### src/rtl/bsearch_pkg.sv
// bsearch_pkg: FSM state encoding, search-mode constants and width helpers
// shared by the binary-search engine, its datapath and its interface.
package bsearch_pkg;

  typedef enum logic [2:0] {
    IDLE,
    CHECK,
    ISSUE,
    WAIT,
    COMPARE,
    RESOLVE,
    DONE
  } state_t;

  localparam logic MODE_EXACT = 1'b0;
  localparam logic MODE_LOWER = 1'b1;

  // Read-latency counter width; one bit minimum so RD_LAT=1 still elaborates.
  function automatic int wait_cnt_w(input int rd_lat);
    return (rd_lat > 1) ? $clog2(rd_lat) : 1;
  endfunction

  // Probe counter width: must hold up to ADDR_W+1 probes.
  function automatic int probe_cnt_w(input int addr_w);
    return $clog2(addr_w + 2);
  endfunction

endpackage

### src/rtl/bsearch_engine_if.sv
// bsearch_engine_if: request/result handshake plus the synchronous RAM read
// port of the binary-search engine. The slave side is the engine; the master
// side is the controlling logic together with the array RAM.
// Optional macro BSEARCH_PROBE_CNT_EN adds the probes result field.
interface bsearch_engine_if
  import bsearch_pkg::*;
#(
  parameter int DATA_W = 8,
  parameter int ADDR_W = 5
);

  // Request side
  logic              start;
  logic              mode;
  logic [DATA_W-1:0] target;

  // Array RAM read port
  logic              rd_en;
  logic [ADDR_W-1:0] rd_addr;
  logic [DATA_W-1:0] rd_data;

  // Result side
  logic              busy;
  logic              done;
  logic              found;
  logic [ADDR_W-1:0] loc;

`ifdef BSEARCH_PROBE_CNT_EN
  logic [probe_cnt_w(ADDR_W)-1:0] probes;

  modport master (
    output start, mode, target, rd_data,
    input  rd_en, rd_addr, busy, done, found, loc, probes
  );

  modport slave (
    input  start, mode, target, rd_data,
    output rd_en, rd_addr, busy, done, found, loc, probes
  );
`else
  modport master (
    output start, mode, target, rd_data,
    input  rd_en, rd_addr, busy, done, found, loc
  );

  modport slave (
    input  start, mode, target, rd_data,
    output rd_en, rd_addr, busy, done, found, loc
  );
`endif

endinterface

### src/rtl/bsearch_dp.sv
// bsearch_dp: search-interval datapath. Holds the half-open interval [lo, hi),
// the captured target and the last probed value that moved hi (cand), and
// performs the single unsigned compare per probe.
module bsearch_dp #(
  parameter int DATA_W = 8,
  parameter int ADDR_W = 5,
  parameter int DEPTH  = 32
) (
  input  logic              clk,
  input  logic              reset,
  input  logic              init_i,        // start accepted: reset interval
  input  logic              cmp_i,         // rd_data_i is valid this cycle
  input  logic [DATA_W-1:0] target_i,
  input  logic [DATA_W-1:0] rd_data_i,
  output logic [ADDR_W-1:0] lo_o,
  output logic [ADDR_W-1:0] mid_o,
  output logic              lo_lt_hi_o,
  output logic              hi_at_depth_o,
  output logic              cand_eq_tgt_o
);

  // lo/hi need one extra bit: hi starts at DEPTH, which may be 2**ADDR_W.
  localparam logic [ADDR_W:0] DEPTH_V = (ADDR_W + 1)'(DEPTH);

  logic [ADDR_W:0]   lo_q, lo_d;
  logic [ADDR_W:0]   hi_q, hi_d;
  logic [DATA_W-1:0] tgt_q, tgt_d;
  logic [DATA_W-1:0] cand_q, cand_d;
  logic [ADDR_W:0]   sum;
  logic [ADDR_W:0]   mid;
  logic              rd_lt_tgt;

  // lo+hi never exceeds 2*DEPTH-1 while lo<hi, so ADDR_W+1 bits suffice.
  assign sum       = lo_q + hi_q;
  assign mid       = sum >> 1;
  assign rd_lt_tgt = (rd_data_i < tgt_q);

  // Next interval: restart on accept, otherwise narrow on each compare.
  always_comb begin
    // NOTE: every signal written here is defaulted first, so no path through
    // the block can hold a stale value and infer a latch.
    lo_d   = lo_q;
    hi_d   = hi_q;
    tgt_d  = tgt_q;
    cand_d = cand_q;
    if (init_i) begin
      lo_d   = '0;
      hi_d   = DEPTH_V;
      tgt_d  = target_i;
      cand_d = '0;
    end else if (cmp_i) begin
      if (rd_lt_tgt) begin
        lo_d = mid + (ADDR_W + 1)'(1);
      end else begin
        hi_d   = mid;
        cand_d = rd_data_i;
      end
    end
  end

  // Interval, target and candidate registers.
  always_ff @(posedge clk) begin
    // NOTE: sequential state uses non-blocking assignments so every flop
    // samples pre-edge values regardless of statement order.
    if (reset) begin
      lo_q   <= '0;
      hi_q   <= '0;
      tgt_q  <= '0;
      cand_q <= '0;
    end else begin
      lo_q   <= lo_d;
      hi_q   <= hi_d;
      tgt_q  <= tgt_d;
      cand_q <= cand_d;
    end
  end

  // mid < hi <= DEPTH <= 2**ADDR_W, so the low ADDR_W bits are the address.
  // lo reaches DEPTH only when hi == DEPTH, where loc is forced to 0.
  assign mid_o         = mid[ADDR_W-1:0];
  assign lo_o          = lo_q[ADDR_W-1:0];
  assign lo_lt_hi_o    = (lo_q < hi_q);
  assign hi_at_depth_o = (hi_q == DEPTH_V);
  assign cand_eq_tgt_o = (cand_q == tgt_q);

endmodule

### src/rtl/bsearch_engine.sv
// bsearch_engine: binary search over an external sorted array through a
// synchronous read port of configurable latency. Exact-match and lower-bound
// modes; all outputs registered. Optional macro BSEARCH_PROBE_CNT_EN adds a
// probe counter reported on the interface.
module bsearch_engine
  import bsearch_pkg::*;
#(
  parameter int DATA_W = 8,
  parameter int ADDR_W = 5,
  parameter int DEPTH  = 32,
  parameter int RD_LAT = 1
) (
  input  logic             clk,
  input  logic             reset,
  bsearch_engine_if.slave  bus
);

  localparam int CNT_W = wait_cnt_w(RD_LAT);

  state_t            state_q, state_d;
  logic [CNT_W-1:0]  cnt_q, cnt_d;
  logic              mode_q, mode_d;
  logic              busy_q, busy_d;
  logic              done_q, done_d;
  logic              found_q, found_d;
  logic [ADDR_W-1:0] loc_q, loc_d;
  logic              rd_en_q, rd_en_d;
  logic [ADDR_W-1:0] rd_addr_q, rd_addr_d;

  logic              dp_init;
  logic              dp_cmp;
  logic [ADDR_W-1:0] dp_lo;
  logic [ADDR_W-1:0] dp_mid;
  logic              dp_lo_lt_hi;
  logic              dp_hi_at_depth;
  logic              dp_cand_eq;

  bsearch_dp #(
    .DATA_W (DATA_W),
    .ADDR_W (ADDR_W),
    .DEPTH  (DEPTH)
  ) u_dp (
    .clk           (clk),
    .reset         (reset),
    .init_i        (dp_init),
    .cmp_i         (dp_cmp),
    .target_i      (bus.target),
    .rd_data_i     (bus.rd_data),
    .lo_o          (dp_lo),
    .mid_o         (dp_mid),
    .lo_lt_hi_o    (dp_lo_lt_hi),
    .hi_at_depth_o (dp_hi_at_depth),
    .cand_eq_tgt_o (dp_cand_eq)
  );

  // Next state and registered-output values for the search sequencer.
  always_comb begin
    state_d   = state_q;
    cnt_d     = cnt_q;
    mode_d    = mode_q;
    busy_d    = busy_q;
    done_d    = done_q;
    found_d   = found_q;
    loc_d     = loc_q;
    rd_en_d   = 1'b0;
    rd_addr_d = rd_addr_q;
    dp_init   = 1'b0;
    dp_cmp    = 1'b0;

    unique case (state_q)
      IDLE: begin
        if (bus.start) begin
          mode_d  = bus.mode;
          busy_d  = 1'b1;
          found_d = 1'b0;
          loc_d   = '0;
          dp_init = 1'b1;
          state_d = CHECK;
        end
      end

      CHECK: begin
        // rd_en is registered, so it is raised here to be high during ISSUE.
        if (dp_lo_lt_hi) begin
          rd_en_d   = 1'b1;
          rd_addr_d = dp_mid;
          state_d   = ISSUE;
        end else begin
          state_d = RESOLVE;
        end
      end

      ISSUE: begin
        cnt_d = CNT_W'(RD_LAT - 1);
        if (RD_LAT == 1) begin
          state_d = COMPARE;
        end else begin
          state_d = WAIT;
        end
      end

      WAIT: begin
        cnt_d = cnt_q - CNT_W'(1);
        if (cnt_d == '0) begin
          state_d = COMPARE;
        end
      end

      COMPARE: begin
        dp_cmp  = 1'b1;
        state_d = CHECK;
      end

      RESOLVE: begin
        if (dp_hi_at_depth) begin
          // No entry >= target: nothing to report in either mode.
          found_d = 1'b0;
          loc_d   = '0;
        end else if (mode_q == MODE_LOWER) begin
          found_d = 1'b1;
          loc_d   = dp_lo;
        end else begin
          // lo is the first index >= target, so it is also the lowest match.
          found_d = dp_cand_eq;
          loc_d   = dp_cand_eq ? dp_lo : '0;
        end
        done_d  = 1'b1;
        busy_d  = 1'b0;
        state_d = DONE;
      end

      DONE: begin
        // A held start never retriggers; the requester must drop it first.
        if (!bus.start) begin
          done_d  = 1'b0;
          state_d = IDLE;
        end
      end

      default: begin
        state_d = IDLE;
      end
    endcase
  end

  // State, wait counter and registered outputs; reset aborts any search.
  always_ff @(posedge clk) begin
    if (reset) begin
      state_q   <= IDLE;
      cnt_q     <= '0;
      mode_q    <= MODE_EXACT;
      busy_q    <= 1'b0;
      done_q    <= 1'b0;
      found_q   <= 1'b0;
      loc_q     <= '0;
      rd_en_q   <= 1'b0;
      rd_addr_q <= '0;
    end else begin
      state_q   <= state_d;
      cnt_q     <= cnt_d;
      mode_q    <= mode_d;
      busy_q    <= busy_d;
      done_q    <= done_d;
      found_q   <= found_d;
      loc_q     <= loc_d;
      rd_en_q   <= rd_en_d;
      rd_addr_q <= rd_addr_d;
    end
  end

`ifdef BSEARCH_PROBE_CNT_EN
  localparam int PROBE_W = probe_cnt_w(ADDR_W);

  logic [PROBE_W-1:0] probe_q, probe_d;

  // Probe counter: cleared on accept, bumped once per issued read.
  always_comb begin
    probe_d = probe_q;
    if (state_q == IDLE && bus.start) begin
      probe_d = '0;
    end else if (state_q == ISSUE) begin
      probe_d = probe_q + PROBE_W'(1);
    end
  end

  // Probe counter register; holds its value through DONE and IDLE.
  always_ff @(posedge clk) begin
    if (reset) begin
      probe_q <= '0;
    end else begin
      probe_q <= probe_d;
    end
  end

  assign bus.probes = probe_q;
`else
  // Probe counting disabled: no counter and no probes field.
`endif

  assign bus.busy    = busy_q;
  assign bus.done    = done_q;
  assign bus.found   = found_q;
  assign bus.loc     = loc_q;
  assign bus.rd_en   = rd_en_q;
  assign bus.rd_addr = rd_addr_q;

endmodule

### src/flat_wrapper.sv
// flat-port wrapper written by rule: the top's interface ports become plain ports
module bsearch_engine_flat import bsearch_pkg::*;
#(
  parameter int DATA_W = 8,
  parameter int ADDR_W = 5,
  parameter int DEPTH  = 32,
  parameter int RD_LAT = 1
)
  (clk, reset, bus_start, bus_mode, bus_target, bus_rd_data, bus_rd_en, bus_rd_addr, bus_busy, bus_done, bus_found, bus_loc);
  bsearch_engine_if #(.DATA_W(DATA_W), .ADDR_W(ADDR_W)) bus_i ();
  input  logic clk;
  input  logic reset;
  input wire logic [$bits(bus_i.start)-1:0] bus_start;
  input wire logic [$bits(bus_i.mode)-1:0] bus_mode;
  input wire logic [$bits(bus_i.target)-1:0] bus_target;
  input wire logic [$bits(bus_i.rd_data)-1:0] bus_rd_data;
  output wire logic [$bits(bus_i.rd_en)-1:0] bus_rd_en;
  output wire logic [$bits(bus_i.rd_addr)-1:0] bus_rd_addr;
  output wire logic [$bits(bus_i.busy)-1:0] bus_busy;
  output wire logic [$bits(bus_i.done)-1:0] bus_done;
  output wire logic [$bits(bus_i.found)-1:0] bus_found;
  output wire logic [$bits(bus_i.loc)-1:0] bus_loc;
  assign bus_i.start = bus_start;
  assign bus_i.mode = bus_mode;
  assign bus_i.target = bus_target;
  assign bus_i.rd_data = bus_rd_data;
  assign bus_rd_en = bus_i.rd_en;
  assign bus_rd_addr = bus_i.rd_addr;
  assign bus_busy = bus_i.busy;
  assign bus_done = bus_i.done;
  assign bus_found = bus_i.found;
  assign bus_loc = bus_i.loc;
  bsearch_engine #(.DATA_W(DATA_W), .ADDR_W(ADDR_W), .DEPTH(DEPTH), .RD_LAT(RD_LAT)) u_core (.clk(clk), .reset(reset), .bus(bus_i));
endmodule
### config.mk
export PLATFORM = sky130hd
export DESIGN_NAME = bsearch_engine_flat
export DESIGN_NICKNAME = d
export VERILOG_FILES = /design/src/rtl/bsearch_pkg.sv /design/src/rtl/bsearch_engine_if.sv /design/src/rtl/bsearch_dp.sv /design/src/rtl/bsearch_engine.sv /design/src/flat_wrapper.sv
export SDC_FILE = /design/constraint.sdc
export NUM_CORES = 1
export LEC_CHECK = 0
export ABC_CLOCK_PERIOD_IN_PS = 2700
export BUFFER_PORTS_ARGS = -buffer_cell sky130_fd_sc_hd__buf_2
export CORE_MARGIN = 3
export CORE_UTILIZATION = 57
export DETAILED_ROUTE_END_ITERATION = 8
export GPL_TIMING_DRIVEN = 0
export PLACE_DENSITY = 0.84
export SLEW_MARGIN = 5
export SYNTH_ARGS = -nofsm -noshare
export SYNTH_HDL_FRONTEND = slang
export SYNTH_SLANG_ARGS = --single-unit
### constraint.sdc
create_clock -name clk -period 2.7 [get_ports clk]
set_clock_uncertainty 0.2 [all_clocks]
set_input_delay 0.135 -clock clk [delete_from_list [all_inputs] [get_ports clk]]
set_output_delay 0.135 -clock clk [all_outputs]
set_load 0.05 [all_outputs]
==> summary.md, run 1 <==
| Metric | Value |
|---|---|
| Buf+Inv Stages, Crit Path | 1 |
| CP Depth | 8 |
| Slowest CP cell | or4b_2 |
| Hold depth | 3 |
| Core box area | 4120 um^2 |
| P per Cell Area | 582 nW/um^2 |
| Layout area overhead | 21.3% |
| Antenna cells | 0 |
| WS Path Type | reg -> reg |
| CTS root buffer | clkbuf_8 |
| Synth Register Bits | 47 |
| Startpoint types | flop |
| Die X | 72.1 um |
| DR vias | 2296 |
| Storage cell area | 942 um^2 |
| All-Layer GR Usage | 0.255 |
| Starting density of the core | 0.606 |
| Share of cells above drive strength 1 | 0.160 |
| Top post-synthesis cells by count | dfxtp_1 (47), nor2_1 (40), nand2_1 (31) |
| Drt pass-1 iters | 4 |
| # IOs | 34 |
| Initial antenna violation count | 0 |
| Clock slew at reported path FFs | 0.10 ns |
| Most used DFF post-synth | dfxtp_1 |
| Worst setup EP type | flop |
| # nets final | 387 |
| Fmax | 381 MHz |
| Global-route wire length before repair | 10400 um |
| DR vias/cell | 5.74 |
| RSZ-0062 raised after global routing | yes |
| Hold WC Path Type | in -> reg |
| Gpl congestion | 0.835 |
| Fillcell total | 309 |
| # clock sinks | 47 |
| Maxcap violations | 0 |
| Largest net degree at the start of global routing | 15 |
| Slowest stage delay, CP | 0.70 ns |
| Die H | 72.1 um |
| CP cell instances | inv_1, ha_1, or4b_2, nand4_1, a211oi_2, or4_1, nand3_1, a21oi_1 |
| Async set-or-reset flop fraction in the synthesized netlist | 0 |
| Total wire length | 6180 um |
| Min cycle time layout | 2.62 ns |
| Die area | 5200 um^2 |
| Area leader, netlist | dfxtp_1 |
| CTS Buf Count | 5 |
| Worst vdd ir | 442 uV |
| Num rows | 23 |
| Status | completed |
| Drc violations | 0 |
| Seq/Total Area, Yosys | 0.378 |
| Post-DP HPWL | 4140 um |
| Worst Hold Slack | 0.141 ns |
| Final Cell Area | 3020 um^2 |
| Max FO, Critical Path | 8 |
| Number of flops mapped to enable cells by yosys | 0 |
| Number of global-route vias before repair | 2277 |
| Clock Latency Late Sink | 0.31 ns |
| Clock Path Buffers | 2 |
| WP data arrival | 2.62 ns |
| Crit share post-route | 0.972 |
| Placement Cell Area | 2720 um^2 |
| Mapped Cells | 292 |
| Count of cell types in the netlist | 47 |
| CTS tree | built |
| Setup violators final | 0 |
| Port Buffers | 33 |
| Final Hold Vio Count | 0 |
| Total grt overflow | 0 |
| Initial DRC Count | 230 |
| Worst slew margin | 0.343 |
| WL/cell | 15.4 um |
| CP top delay family | simple AND/OR/NAND/NOR gates |
| Post-CTS setup buffer count | 0 |
| Worst reg2reg path depth | 8 |
| Syn nets | 330 |
| Slew Viols, Final | 0 |
| Leakage power | 1.38 nW |
| Synthesized cell area | 2490 um^2 |
| CP required | 2.70 ns |
| Area contributors post-synth | dfxtp_1 (38%), ha_1 (8.5%), mux2i_1 (6.4%) |
| Area of the multi-input gates | 1460 um^2 |
| Slew @ Worst Pin | 0.978 ns |
| Top-area cell type share of the netlist area | 0.378 |
| Detail Route Antenna Nets | 0 |
| Syn. warnings | 0 |
| H-tree depth | 2 |
| Syn_area_per_cell | 8.54 um^2 |
| Most common cell in the netlist | dfxtp_1 |
[state kept, by name (all words and copies together), names as in the netlist, 3 cells and up]
name and flops:
u_core.state_q 3, u_core.bus.loc 5, u_core.u_dp.tgt_q 8, u_core.bus.rd_addr 5, u_core.u_dp.cand_q 8, u_core.u_dp.hi_q 6
u_core.u_dp.lo_q 6
[routing by layer]
metal	track usage	vias up	share of wire
li1	-	1123	-
met4	0.0814	0	0.020
met3	0.0457	16	0.063
met2	0.438	82	0.49
met1	0.324	1075	0.42
met5	0	-	0
[worst reg2reg max path: stages (launching register included)]
cell and delay (ns):
dfxtp_1 0.34, inv_1 0.06, ha_1 0.37, or4b_2 0.70
nand4_1 0.11, a211oi_2 0.08, or4_1 0.48, nand3_1 0.12
a21oi_1 0.07
[cell families after synthesis]
group           count (synthesis)  share of synthesized area
mux                            16                     0.0643
xor+xnor                       13                     0.0457
simple gates                  115                      0.229
fa+ha+maj                      18                     0.0934
flops                          47                      0.378
compound gates                 57                      0.147
buf+inv                        26                     0.0432
[layout by cell type (no fill, tap or decap), types with 2 or more instances in the layout]
cell	synthesis	layout
a211oi_1	5	5
a21o_1	2	2
a21oi_1	24	23
a21oi_2	1	2
a22oi_1	5	5
buf_2	2	34
clkbuf_1	7	6
clkbuf_8	0	7
dfxtp_1	47	46
dlygate4sd3_1	0	18
ha_1	17	17
inv_1	15	15
mux2i_1	16	16
nand2_1	31	31
nand2b_1	5	5
nand3_1	6	6
nand3b_1	5	5
nand4_1	2	2
nor2_1	40	40
nor2b_1	4	4
nor3_1	3	3
nor4_1	3	3
o211ai_1	2	2
o21ai_0	8	8
o31ai_1	2	2
or3_1	5	5
xnor2_1	4	3
xor2_1	9	9
[worst paths after layout]
path / slack (ns) / endpoint / from
max reg2reg: 0.08 / u_core.u_dp.lo_q[4]$_SDFFE_PP0P_ / u_core.u_dp.hi_q[5]$_SDFFE_PP0P_
max: 0.08 / u_core.u_dp.lo_q[4]$_SDFFE_PP0P_ / u_core.u_dp.hi_q[5]$_SDFFE_PP0P_
min: 0.14 / u_core.bus.found$_SDFFE_PP0P_ / reset
min reg2reg: 0.29 / u_core.bus.found$_SDFFE_PP0P_ / u_core.bus.found$_SDFFE_PP0P_
[final cells by class]
| cell class | count | area share |
|---|---|---|
| multi-input cells | 219 | 0.484 |
| flip-flops and latches | 47 | 0.312 |
| repair buffers | 51 | 0.114 |
| clock buffers | 7 | 0.0319 |
| well taps | 50 | 0.0207 |
| inverters | 15 | 0.0186 |
| plain buffers | 10 | 0.0165 |
| clock inverters | 1 | 0.00248 |
[stage by stage]
step	std cells	util	setup slack [ns]	setup TNS, ns	total power, mW
3_3_place_gp	375	0.661	0.136	0	1.24
5_1_grt	400	0.735	-0.0132	-0.0132	1.85
2_1_floorplan	292	-	0.277	0	1.14
3_5_place_dp	375	0.661	0.0820	0	1.25
6_report	400	0.735	0.0769	0	1.76
4_1_cts	401	0.730	0.0578	0	1.75
[power by group]
group          switching, mW  internal, mW
logic                  0.306         0.195
registers             0.0402         0.740
clock network          0.246         0.233
total                  0.592          1.17
[what timing repair did]
item                       CTS  global route
hold buffers                18             0
setup endpoints to repair    0             9
hold endpoints to repair    18             0
gates resized for setup      0             5
No activity file was read; power rests on OpenSTA's default activity.
==> run 2, diff against run 1 <==
--- a/config.mk
+++ b/config.mk
@@ -8,10 +8,11 @@
 export ABC_CLOCK_PERIOD_IN_PS = 2700
 export BUFFER_PORTS_ARGS = -buffer_cell sky130_fd_sc_hd__buf_2
 export CORE_MARGIN = 3
-export CORE_UTILIZATION = 57
+export CORE_UTILIZATION = 50
 export DETAILED_ROUTE_END_ITERATION = 8
 export GPL_TIMING_DRIVEN = 0
-export PLACE_DENSITY = 0.84
+export PLACE_DENSITY = 0.76
+export SETUP_SLACK_MARGIN = 0.3
 export SLEW_MARGIN = 5
 export SYNTH_ARGS = -nofsm -noshare
 export SYNTH_HDL_FRONTEND = slang
==> summary.md, run 2 (synthesized netlist as in run 1, its figures left out) <==
| Metric | Value |
|---|---|
| # nets final | 399 (+3.1%) |
| Drt pass-1 iters | 5 (+1) |
| Startpoint types | flop |
| Hold WC Path Type | in -> reg |
| CP required | 2.69 ns (about the same) |
| Global-route wire length before repair | 10200 um (-1.7%) |
| Fmax | 413 MHz (+8.2%) |
| Number of global-route vias before repair | 2237 (-1.8%) |
| Worst reg2reg path depth | 7 (-1) |
| Layout area overhead | 31.6% |
| Final Cell Area | 3280 um^2 (+8.4%) |
| Crit share post-route | 0.898 (-0.0739) |
| Drc violations | 0 (unchanged) |
| All-Layer GR Usage | 0.212 (-0.0429) |
| Gpl congestion | 0.825 (-1.2%) |
| Setup violators final | 0 (unchanged) |
| # IOs | 34 (unchanged) |
| Worst vdd ir | 500 uV (+13%) |
| H-tree depth | 2 (unchanged) |
| Port Buffers | 33 (unchanged) |
| Status | completed |
| Hold depth | 3 (unchanged) |
| Die H | 76.6 um (+6.2%) |
| CTS root buffer | clkbuf_8 |
| Share of cells above drive strength 1 | 0.276 (+0.116) |
| Final worst slack | 0.276 ns (+0.199 ns) |
| Leading cell type in the layout, fill and taps excluded | nor2_1 |
| Slew Viols, Final | 0 (unchanged) |
| # clock sinks | 47 (unchanged) |
| Post-DP HPWL | 4150 um (+0.16%) |
| P per Cell Area | 542 nW/um^2 (-6.9%) |
| DR vias | 2278 (-0.78%) |
| Worst setup EP type | flop |
| Placement Cell Area | 2750 um^2 (+1.2%) |
| Core box area | 4790 um^2 (+16%) |
| Worst slew margin | 0.269 (-0.0742) |
| Clock slew at reported path FFs | 0.10 ns (about the same) |
| End of the worst register-to-register path | u_core.u_dp.lo_q[4]$_SDFFE_PP0P_ |
| Num rows | 25 (+8.7%) |
| Initial antenna violation count | 0 (unchanged) |
| CTS Buf Count | 5 (unchanged) |
| Die X | 76.6 um (+6.2%) |
| WL/cell | 14.3 um (-7.2%) |
| Storage cell area | 960 um^2 (+1.9%) |
| Starting density of the core | 0.521 (-0.0849) |
| Place WS | 0.0372 ns (-0.0448 ns) |
| Total wire length | 6150 um (-0.47%) |
| WP data arrival | 2.41 ns (-0.21 ns) |
| Maxcap violations | 0 (unchanged) |
| WS Path Type | reg -> reg |
| Largest net degree at the start of global routing | 17 (+2) |
| Fin Setup TNS | 0 ns (unchanged) |
| Largest registers | u_core.u_dp.cand_q: 8 flops, u_core.u_dp.tgt_q: 8 flops |
| Die area | 5870 um^2 (+13%) |
| Hold Crit Start | reset |
| Total grt overflow | 0 (unchanged) |
| Clock Latency Late Sink | 0.30 ns (about the same) |
| Detail Route Antenna Nets | 0 (unchanged) |
| Reg-to-Reg Start | u_core.u_dp.lo_q[0]$_SDFFE_PP0P_ |
| Most frequent cells in the layout | nor2_1 (40), dfxtp_1 (36), buf_2 (34) |
| RSZ-0062 raised after global routing | yes |
| Min cycle time layout | 2.42 ns (-0.199 ns) |
| Fillcell total | 368 (+19%) |
| DR vias/cell | 5.31 (-7.5%) |
| Initial DRC Count | 109 (-53%) |
| Slew @ Worst Pin | 1.09 ns (+0.111 ns) |
| Leakage power | 1.47 nW (+6.4%) |
| Clock Path Buffers | 2 (unchanged) |
| Reg2reg setup slack | 0.28 ns (+0.20 ns) |
| Antenna cells | 0 (unchanged) |
| Final Hold Vio Count | 0 (unchanged) |
| WHS Endpoint | u_core.bus.loc[0]$_SDFFE_PP0P_ |
| CTS tree | built |
| Max FO, Critical Path | 5 (-3) |
| Area of the multi-input gates | 1590 um^2 (+8.3%) |
-- run 2: cell count changes in the layout (fill, tap and decap cells not counted), sizes merged --
| cell | delta |
|---|---|
| clkinv | +1 |
| buf | +12 |
| clkinvlp | -1 |
| clkbuf | -2 |
| inv | +2 |
-- run 2: how the worst max path moves through the flow --
stage	from	slack [ns]	end	cells past startpoint
finish	u_core.u_dp.lo_q[0]$_SDFFE_PP0P_	0.28	u_core.u_dp.lo_q[4]$_SDFFE_PP0P_	7
global route	u_core.u_dp.hi_q[5]$_SDFFE_PP0P_	0.24	u_core.u_dp.lo_q[4]$_SDFFE_PP0P_	8
CTS	u_core.u_dp.hi_q[5]$_SDFFE_PP0P_	0.24	u_core.u_dp.lo_q[4]$_SDFFE_PP0P_	8
detailed placement	u_core.u_dp.lo_q[0]$_SDFFE_PP0P_	0.04	u_core.u_dp.lo_q[4]$_SDFFE_PP0P_	8
floorplan	u_core.u_dp.hi_q[3]$_SDFFE_PP0P_	0.31	u_core.u_dp.lo_q[4]$_SDFFE_PP0P_	8
global placement	u_core.u_dp.lo_q[0]$_SDFFE_PP0P_	0.07	u_core.u_dp.lo_q[4]$_SDFFE_PP0P_	8
-- run 2: repair_timing --
action,CTS,global route
endpoints found under the hold margin,18,0
endpoints found under the setup margin,9,21
hold buffers,18,0
pin swaps,4,10
buffers inserted,5,6
gates resized for setup,17,29
-- run 2: through the flow --
step / power (mW) / utilization / hold slack (ns) / instances
6_report: 1.78 / 0.685 / 0.130 / 429
5_1_grt: 1.88 / 0.685 / 0.196 / 429
4_1_cts: 1.74 / 0.657 / 0.138 / 423
3_5_place_dp: 1.26 / 0.575 / 0.181 / 392
3_3_place_gp: 1.25 / 0.575 / 0.176 / 392
2_1_floorplan: 1.14 / - / 0.0710 / 292
-- run 2: final cells by class --
class	count	share of cell area
clock buffer	5	0.0210
timing repair buffer	62	0.134
multi-input combinational	219	0.483
inverter	15	0.0172
clock inverter	3	0.00687
tap	67	0.0256
buffer	11	0.0191
sequential	47	0.293
-- run 2: metal layers --
metal	vias to the layer above	wire length, um	GRT usage
met5	-	0	0
met1	1081	3050	0.289
li1	1144	-	-
met3	6	176	0.0319
met2	47	2880	0.356
met4	0	42	0.0453
-- run 2: worst max-delay path: stages, from the launching register on --
cell and delay [ns]:
dfxtp_4 0.37, and2_4 0.16, fa_2 0.65, ha_1 0.19, inv_1 0.07, or4_1 0.51, nand3_1 0.10, a21oi_1 0.06
-- run 2: power breakdown --
| part | total, mW | switching [mW] | internal, mW |
|---|---|---|---|
| sequential | 0.778 | 0.0378 | 0.740 |
| combinational | 0.551 | 0.321 | 0.230 |
| clock | 0.448 | 0.260 | 0.188 |
| total | 1.78 | 0.618 | 1.16 |
